**src/rtl/microwave_timer_ctrl.sv**
```systemverilog
// -----------------------------------------------------------------------------
// microwave_timer_ctrl
// Sequences the mm:ss BCD time display of a microwave oven. It accepts keypad
// digits, counts down once per second while heating, and handles the
// start / pause / clear / door-open events.
//
// Parameters
//   TICK_DIV   clock cycles per one-second tick
//   BEEP_SECS  seconds that done stays high after the count reaches 0:00
//
// Ports
//   clk        in   1  system clock, rising edge
//   rst_n      in   1  asynchronous active-low reset
//   key_valid  in   1  1-cycle strobe: key holds a digit
//   key        in   4  BCD digit 0-9; values above 9 are ignored
//   start      in   1  1-cycle strobe: start or resume heating
//   pause      in   1  1-cycle strobe: pause heating
//   clear      in   1  1-cycle strobe: abort and zero the time
//   door_open  in   1  level: door is open
//   sec_units  out  4  BCD seconds units (0-9)
//   sec_tens   out  4  BCD seconds tens (0-5)
//   mins       out  4  BCD minutes (0-9)
//   heat_on    out  1  magnetron enable, high exactly while in RUN
//   done       out  1  beeper enable, high exactly while in DONE
//   state      out  2  IDLE=0, RUN=1, PAUSE=2, DONE=3
//
// All outputs are registered; every event takes effect on the clock edge that
// samples its strobe. Same-cycle priority: clear > door_open > pause > start >
// key_valid.
// -----------------------------------------------------------------------------
module microwave_timer_ctrl #(
  parameter int unsigned TICK_DIV  = 100,
  parameter int unsigned BEEP_SECS = 3
) (
  input  logic       clk,
  input  logic       rst_n,
  input  logic       key_valid,
  input  logic [3:0] key,
  input  logic       start,
  input  logic       pause,
  input  logic       clear,
  input  logic       door_open,
  output logic [3:0] sec_units,
  output logic [3:0] sec_tens,
  output logic [3:0] mins,
  output logic       heat_on,
  output logic       done,
  output logic [1:0] state
);

  localparam int unsigned DIGIT_W = 4;
  localparam int unsigned PRESC_W = (TICK_DIV  > 1) ? $clog2(TICK_DIV)  : 1;
  localparam int unsigned BEEP_W  = (BEEP_SECS > 1) ? $clog2(BEEP_SECS) : 1;

  localparam logic [PRESC_W-1:0] PRESC_LAST = PRESC_W'(TICK_DIV - 1);
  localparam logic [BEEP_W-1:0]  BEEP_LAST  = BEEP_W'(BEEP_SECS - 1);

  localparam logic [DIGIT_W-1:0] DIGIT_MAX = DIGIT_W'(9);
  localparam logic [DIGIT_W-1:0] TENS_MAX  = DIGIT_W'(5);

  typedef enum logic [1:0] {
    ST_IDLE  = 2'd0,
    ST_RUN   = 2'd1,
    ST_PAUSE = 2'd2,
    ST_DONE  = 2'd3
  } state_t;

  // Displayed time, most significant digit first.
  typedef struct packed {
    logic [DIGIT_W-1:0] mins;
    logic [DIGIT_W-1:0] tens;
    logic [DIGIT_W-1:0] units;
  } disp_t;

  localparam disp_t DISP_ZERO = '{mins: '0, tens: '0, units: '0};

  // Registered state
  state_t              r_state;
  disp_t               r_disp;
  logic [PRESC_W-1:0]  r_presc;
  logic [BEEP_W-1:0]   r_beep;
  logic                r_heat;
  logic                r_done;

  // Next-state values
  state_t              w_state;
  disp_t               w_disp;
  logic [PRESC_W-1:0]  w_presc;
  logic [BEEP_W-1:0]   w_beep;
  logic                w_heat;
  logic                w_done;

  // Helpers
  logic                w_key_ok;
  logic                w_shift_ok;
  logic                w_time_zero;
  logic                w_tick;
  disp_t               w_shifted;
  disp_t               w_dec;
  logic                w_dec_zero;

  // Key acceptance: a BCD digit, and the old units digit must be a legal tens digit.
  assign w_key_ok    = (key <= DIGIT_MAX);
  assign w_shift_ok  = w_key_ok && (r_disp.units <= TENS_MAX);
  assign w_shifted   = '{mins: r_disp.tens, tens: r_disp.units, units: key};
  assign w_time_zero = (r_disp == DISP_ZERO);
  assign w_tick      = (r_presc == PRESC_LAST);

  // One-second decrement with BCD borrow across the digits.
  always_comb begin
    w_dec = r_disp;
    if (r_disp.units != '0) begin
      w_dec.units = r_disp.units - DIGIT_W'(1);
    end else if (r_disp.tens != '0) begin
      w_dec.tens  = r_disp.tens - DIGIT_W'(1);
      w_dec.units = DIGIT_MAX;
    end else if (r_disp.mins != '0) begin
      w_dec.mins  = r_disp.mins - DIGIT_W'(1);
      w_dec.tens  = TENS_MAX;
      w_dec.units = DIGIT_MAX;
    end
  end

  assign w_dec_zero = (w_dec == DISP_ZERO);

  // State and datapath registers.
  always_ff @(posedge clk or negedge rst_n) begin
    if (!rst_n) begin
      r_state <= ST_IDLE;
      r_disp  <= DISP_ZERO;
      r_presc <= '0;
      r_beep  <= '0;
      r_heat  <= 1'b0;
      r_done  <= 1'b0;
    end else begin
      r_state <= w_state;
      r_disp  <= w_disp;
      r_presc <= w_presc;
      r_beep  <= w_beep;
      r_heat  <= w_heat;
      r_done  <= w_done;
    end
  end

  // Next-state and next-output logic.
  always_comb begin
    w_state = r_state;
    w_disp  = r_disp;
    w_presc = r_presc;
    w_beep  = r_beep;

    if (clear) begin
      w_state = ST_IDLE;
      w_disp  = DISP_ZERO;
      w_presc = '0;
      w_beep  = '0;
    end else begin
      unique case (r_state)
        ST_IDLE: begin
          w_presc = '0;
          w_beep  = '0;
          if (start) begin
            // A start strobe is consumed even when it cannot start heating.
            if (!door_open && !w_time_zero) begin
              w_state = ST_RUN;
            end
          end else if (key_valid && w_shift_ok) begin
            w_disp = w_shifted;
          end
        end

        ST_RUN: begin
          if (door_open || pause) begin
            w_state = ST_PAUSE;
          end else if (w_tick) begin
            w_presc = '0;
            w_disp  = w_dec;
            if (w_dec_zero) begin
              w_state = ST_DONE;
              w_beep  = '0;
            end
          end else begin
            w_presc = r_presc + PRESC_W'(1);
          end
        end

        ST_PAUSE: begin
          // Digits and prescaler stay frozen; resuming restarts a full second.
          if (start && !door_open) begin
            w_state = ST_RUN;
            w_presc = '0;
          end
        end

        ST_DONE: begin
          if (door_open || start) begin
            w_state = ST_IDLE;
            w_presc = '0;
            w_beep  = '0;
          end else if (w_tick) begin
            w_presc = '0;
            if (r_beep == BEEP_LAST) begin
              w_state = ST_IDLE;
              w_beep  = '0;
            end else begin
              w_beep = r_beep + BEEP_W'(1);
            end
          end else begin
            w_presc = r_presc + PRESC_W'(1);
          end
        end

        default: begin
          w_state = ST_IDLE;
          w_disp  = DISP_ZERO;
          w_presc = '0;
          w_beep  = '0;
        end
      endcase
    end

    w_heat = (w_state == ST_RUN);
    w_done = (w_state == ST_DONE);
  end

  assign sec_units = r_disp.units;
  assign sec_tens  = r_disp.tens;
  assign mins      = r_disp.mins;
  assign heat_on   = r_heat;
  assign done      = r_done;
  assign state     = r_state;

endmodule

```
**config.mk**
```make
export PLATFORM = sky130hd
export DESIGN_NAME = microwave_timer_ctrl
export DESIGN_NICKNAME = d
export VERILOG_FILES = /design/src/rtl/microwave_timer_ctrl.sv
export SDC_FILE = /design/constraint.sdc
export NUM_CORES = 1
export LEC_CHECK = 0
export ABC_AREA = 1
export CAP_MARGIN = 20
export CORE_ASPECT_RATIO = 2
export CORE_MARGIN = 3
export CORE_UTILIZATION = 25
export CTS_CLUSTER_DIAMETER = 120
export CTS_CLUSTER_SIZE = 40
export DETAILED_ROUTE_END_ITERATION = 16
export GPL_TIMING_DRIVEN = 0
export REMOVE_ABC_BUFFERS = 1
export SLEW_MARGIN = 20
export SYNTH_ARGS = -nofsm -noshare
export SYNTH_HDL_FRONTEND = slang
export SYNTH_SLANG_ARGS = --single-unit
```
**constraint.sdc**
```tcl
create_clock -name clk -period 1.75 [get_ports clk]
set_input_delay 0.525 -clock clk [delete_from_list [all_inputs] [get_ports clk]]
set_output_delay 0.525 -clock clk [all_outputs]
set_load 0.01 [all_outputs]
```
[After elaboration in Yosys (flattened, before gate mapping)]
Index checks and enable logic that the tools add are counted.
Word-level totals
  register bits after elaboration: 25
  input bits: 11
  word-level logic and storage cells: 84
Operators by class
  multiplexer cells: 36
  order comparisons: 2
  equality and inequality tests: 14
  add/subtract/negate cells: 5
  reduce and logical (&&, ||, !) cells: 19
Operators with widths (number)
  12-bit two-way mux: 6
  7-bit two-way mux: 5
  2-bit two-way mux: 17
  7-bit one-hot mux with 4 select lines: 1
  12-bit zero test: 2
  12-bit one-hot mux with 2 select lines: 1
  3-bit inequality test, second input constant: 6
  8-bit two-way mux: 2
  4-bit nonzero test: 4
  4-bit by 1-bit subtractor with 4-bit output, second input constant: 3
  5-bit AND reduction: 2
  2-bit == test, second input constant: 4
  4-bit two-way mux: 2
  2-bit one-hot mux with 4 select lines: 1
  7-bit by 1-bit adder with 7-bit output, second input constant: 1
  7-bit == test, second input constant: 1
  2-bit one-hot mux with 3 select lines: 1
  2-bit by 1-bit == test with 1-bit output, second input constant: 2
  4-bit by 3-bit <= comparator with 1-bit output, second input constant: 1
  4-bit <= comparator, second input constant: 1
  1-bit logical AND: 4
  4-bit inequality test, second input constant: 1
  3-bit nonzero test: 1
  2-bit by 1-bit adder with 2-bit output, second input constant: 1
  other kinds (4): 6

[Longest topological paths before layout]
  word-level depth: 11
  mapped depth: 17
  depth with buffers taken out: 17

[Worst setup path after synthesis]
No wires, ideal clock.
  path kind: register to register
  start point: register r_disp, in the netlist sec_tens[0]
  end point: register r_done (netlist: done)
  stages on the path, launching flop included: 17
  data required time: 1.681 ns
  arrival time: 1.798 ns
  path slack: -0.117 ns
  period minus slack after synthesis: 1.867 ns
  cell sequence: dfrtp_1 > inv_1 > ha_1 > nand2_1 > nor2_4 > nand2_2 > nor2_2 > nor2_1 > nor2_1 > nand2_1 > nor2_2 > nand3_1 > nand2_1 > nand2_2 > nand2_2 > nand2_2 > nor2_2
Between the ends
  cells in the longest elaborated chain, start to end: 10
  elaborated cells between the ends (all ways): 19
Ends and longest elaborated chain
  start: declaration: RTL line 79  | disp_t r_disp;
  start signal: assignment: RTL line 137  | r_disp <= w_disp;
  4-bit by 1-bit subtractor with 4-bit output (tied with other cells): RTL line 115  | w_dec.tens = r_disp.tens - DIGIT_W'(1);
  8-bit two-way mux / 4-bit two-way mux (equally long branches): RTL line 114  | end else if (r_disp.tens != '0) begin
  8-bit two-way mux / 4-bit two-way mux (equally long branches): RTL line 112  | if (r_disp.units != '0) begin
  12-bit zero test: RTL line 124  | assign w_dec_zero = (w_dec == DISP_ZERO);
  2-bit two-way mux: RTL line 178  | if (w_dec_zero) begin
  2-bit two-way mux: RTL line 175  | end else if (w_tick) begin
  2-bit two-way mux: RTL line 173  | if (door_open || pause) begin
  2-bit one-hot mux with 4 select lines *: RTL line 158  | unique case (r_state)
  2-bit two-way mux *: RTL line 152  | if (clear) begin
  2-bit == test *: RTL line 223  | w_done = (w_state == ST_DONE);
  named net w_done: RTL line 91  | logic w_done;
  end signal: assignment: RTL line 141  | r_done <= w_done;
  end: declaration: RTL line 83  | logic r_done;
The timed path passes the listed nets; every way through them passes the cells marked *.
A chain may end at the register's enable or synchronous reset.

[Worst setup path in the final report]
  start point: register r_disp, in the netlist sec_units[1]
  end point: register r_state[1] (netlist: state[1])
Between the ends
  cells in the longest elaborated chain, start to end: 9
  elaborated cells between the ends (all ways): 17
Ends and longest elaborated chain
  parallel branches: the longest is 7 deep, another holds 4-bit by 1-bit subtractor with 4-bit output
  2-bit one-hot mux with 4 select lines *: RTL line 158
  2-bit two-way mux *: RTL line 152
  named net w_state[1]: RTL line 86  | state_t w_state;
  end signal: assignment: RTL line 136  | r_state <= w_state;
  end: declaration: RTL line 78  | state_t r_state;
Mark *: on every way through the listed nets, which the timed path passes.

==> flow_summary.json <==
{
  "cts_sinks": 25,
  "period_share": 1.11,
  "path_class": "flip-flop to flip-flop",
  "cts.clk_slew.worst_paths_ps": 60,
  "ir_drop_v": 0.000431,
  "numPortBuffers": 26,
  "nNetsFinal": 350,
  "cp-start-kind": "flip-flop",
  "fp.dieArea_mm2": 0.00840,
  "clock_skew_ps": 2.34,
  "postCtsHoldBufs": 0,
  "grtUsageTotal": 0.140,
  "setup_viol": 12,
  "drtPass1Iterations": 4,
  "rows": 43,
  "cts-buffers-inserted": 3,
  "synthDistinctLibCells": 28,
  "synth_top_area_cell": "dfrtp_1",
  "synth_fa_ha_area_frac": 0.0412,
  "grt_overflow": 0,
  "syn_area_per_cell_um2": 6.84,
  "crit_chain": "inv_4, ha_4, nand2_4, inv_8, buf_4, nor2_1, nor2_1, nand2_1, nor2_2, nand3_1, nand2_1, nand2_2, nand2_2, nand2_2, inv_1",
  "root_buffer": "clkbuf_16",
  "ys_seq_elements": 25,
  "top_layer": "met4",
  "antenna_left": 0,
  "clockBufferDepth": 2,
  "antenna_found_initial": 0,
  "worst_pin_slew_ps": 611,
  "die_h_um": 127,
  "async_flop_share": 1.00,
  "grt_max_degree": 26,
  "synth.area.mux_share": 0,
  "crit_path_end_kind": "flip-flop",
  "grt_pass1_vias": 2020,
  "syn2layout_area_growth_pct": 49.2,
  "hold_violations": 0,
  "placed_area_mm2": 0.00216,
  "cp_data_required_time_ps": 1910,
  "core_mm2": 0.00699,
  "synth_simple_gate_area_frac": 0.375,
  "synth-xor-area-share": 0.00481,
  "wl_um": 5990,
  "drt-met1-wl_um": 2040,
  "cts_max_level": 1,
  "fin_ws_ps": -193,
  "max_freq_mhz": 515,
  "hold_path_class": "input pin to async pin",
  "wl_per_cell_um": 14.2,
  "synth_area_mm2": 0.00182,
  "dp_hpwl_um": 3960,
  "fin_area_mm2": 0.00272,
  "gp_congestion": 0.911,
  "clk_latency_ps": 260,
  "synth_flop_cell": "dfrtp_1",
  "p_leak_uw": 0.00134,
  "yosys-top-cells-area": "dfrtp_1 (34%), nand2_1 (13%), inv_1 (6.8%)",
  "grt_pass1_wl_um": 9070,
  "netlist_instances": 266,
  "route.detailed.drc": 0,
  "synth_warnings": 0,
  "cts_tree": "yes",
  "cpMostUsedCell": "nand2_2",
  "start_util": 0.260,
  "outcome": "finished, violations left",
  "power_density_mw_per_mm2": 982,
  "period_minus_slack_ps": 1940,
  "slowest_delay_ps": 390,
  "rsz0062_at_grt": "true",
  "vias_per_cell": 4.87,
  "synth_edf_count": 0,
  "violations": "negative setup slack",
  "place_ws_ps": -948,
  "route.met2.wl_um": 3490,
  "vias": 2055,
  "drt_iter0_markers": 151,
  "worstPathArrival_ps": 2100,
  "met3WireLength_um": 239,
  "slowest_stage": "dfrtp_1",
  "cap_violations": 0,
  "path_max_fanout": 10,
  "io_pins": 27,
  "die_w_um": 66.3,
  "num_antenna_cells": 0,
  "slew_violations": 0,
  "synth_top_family_by_area": "simple AND/OR/NAND/NOR gates",
  "drive_above_1_share": 0.316,
  "synth_top_area_frac": 0.344,
  "relSlewSlack": 0.593,
  "synth_compound_area_frac": 0.139,
  "ys_seq_area_frac": 0.344
}
## state kept, by name, summed over array words and instances (netlist names)
| register | cells |
|---|---|
| sec_units | 4 |
| r_beep | 2 |
| sec_tens | 4 |
| r_presc | 7 |
| done | 1 |
| state | 2 |
| heat_on | 1 |
| mins | 4 |
## worst paths after layout
check | slack (ps) | to | startpoint | cells after the start
setup reg to reg | -190 | state[1]$_DFF_PN0_ | sec_units[1]$_DFFE_PN0P_ | 15
min in group clk | 510 | r_beep[1]$_DFFE_PN0P_ | r_beep[1]$_DFFE_PN0P_ | 2
hold / removal | 270 | sec_units[2]$_DFFE_PN0P_ | rst_n | 1
hold reg to reg | 510 | r_beep[1]$_DFFE_PN0P_ | r_beep[1]$_DFFE_PN0P_ | 2
setup / recovery | -190 | state[1]$_DFF_PN0_ | sec_units[1]$_DFFE_PN0P_ | 15
max in group asynchronous | 1040 | mins[3]$_DFFE_PN0P_ | rst_n | 1
## cell families (layout without fill, tap and decap cells)
group | count (synthesis) | after routing
AND/OR/NAND/NOR | 146 | 147
AO/OA/AOI/OAI | 47 | 47
buffers and inverters | 41 | 106
flip-flops | 25 | 25
adder cells (fa/ha/maj) | 6 | 6
XOR/XNOR | 1 | 1
## per-stage QoR
step / util / hold WS (ps) / setup TNS [ps] / instances / total power, uW
final: 0.388 / 269 / -1370 / 422 / 2670
after detailed placement: 0.309 / 489 / -14830 / 378 / 1770
after floorplan: - / 229 / -5330 / 262 / 1440
after CTS: 0.358 / 293 / -2360 / 406 / 2530
after global placement: 0.309 / 473 / -27020 / 378 / 1760
after global routing: 0.388 / 316 / -2730 / 422 / 2840
## power breakdown
part           internal, uW  total, uW  switching (uW)
clock network           312        522             210
logic                   616       1430             814
registers               638        716            77.4
## placed cells by master (no fill, tap or decap), types with 4 or more instances in the layout
cell type,n
nand3_1,18
clkdlybuf4s50_1,9
inv_1,23
nor2_2,8
nand3_2,4
o22ai_1,6
o21ai_0,17
nand2_1,54
nor2_4,6
buf_4,37
dlygate4sd2_1,11
o21ai_1,4
nand4_1,7
dlymetal6s2s_1,5
inv_2,9
a21oi_1,15
dfrtp_1,22
nand2_2,13
ha_4,4
nor2_1,27
## synthesized netlist by cell type (2+ instances only)
master    count
a21oi_1      15
clkbuf_1      2
dfrtp_1      25
ha_1          6
inv_1        33
inv_2         3
nand2_1      64
nand2_2       4
nand3_1      20
nand3_2       2
nand4_1       7
nor2_1       32
nor2_2        5
nor2_4        3
nor3_1        5
o21ai_0      20
o21ai_1       4
o22ai_1       6
## worst max-delay path, delay by kind of cell, from the launching register on
| family | cells | cell delay, ps |
|---|---|---|
| buffers and inverters | 4 | 330 |
| adders and majority gates | 1 | 180 |
| and+or+nand+nor | 10 | 950 |
| DFF | 1 | 390 |
## per-layer routing
layer	GRT usage	up-vias
li1	-	1007
met1	0.130	967
met2	0.278	63
met3	0.0213	18
met4	0.0671	0
met5	0	-
## cell type report
| type | count | area (um2) |
|---|---|---|
| Timing Repair Buffer | 64 | 552 |
| Multi-Input combinational cell | 201 | 1180 |
| Clock buffer | 4 | 78.8 |
| Tap cell | 90 | 113 |
| Sequential cell | 25 | 629 |
| Timing Repair inverter | 1 | 6.26 |
| Inverter | 37 | 160 |
| Fill cell | 739 | 4280 |
## timing repair
action / CTS / global route
pin swaps: 12 / 17
gates cloned: 1 / 1
gates resized for setup: 44 / 29
buffers inserted: 23 / 15
endpoints found under the setup margin: 33 / 28
No activity file was read; power rests on OpenSTA's default activity.
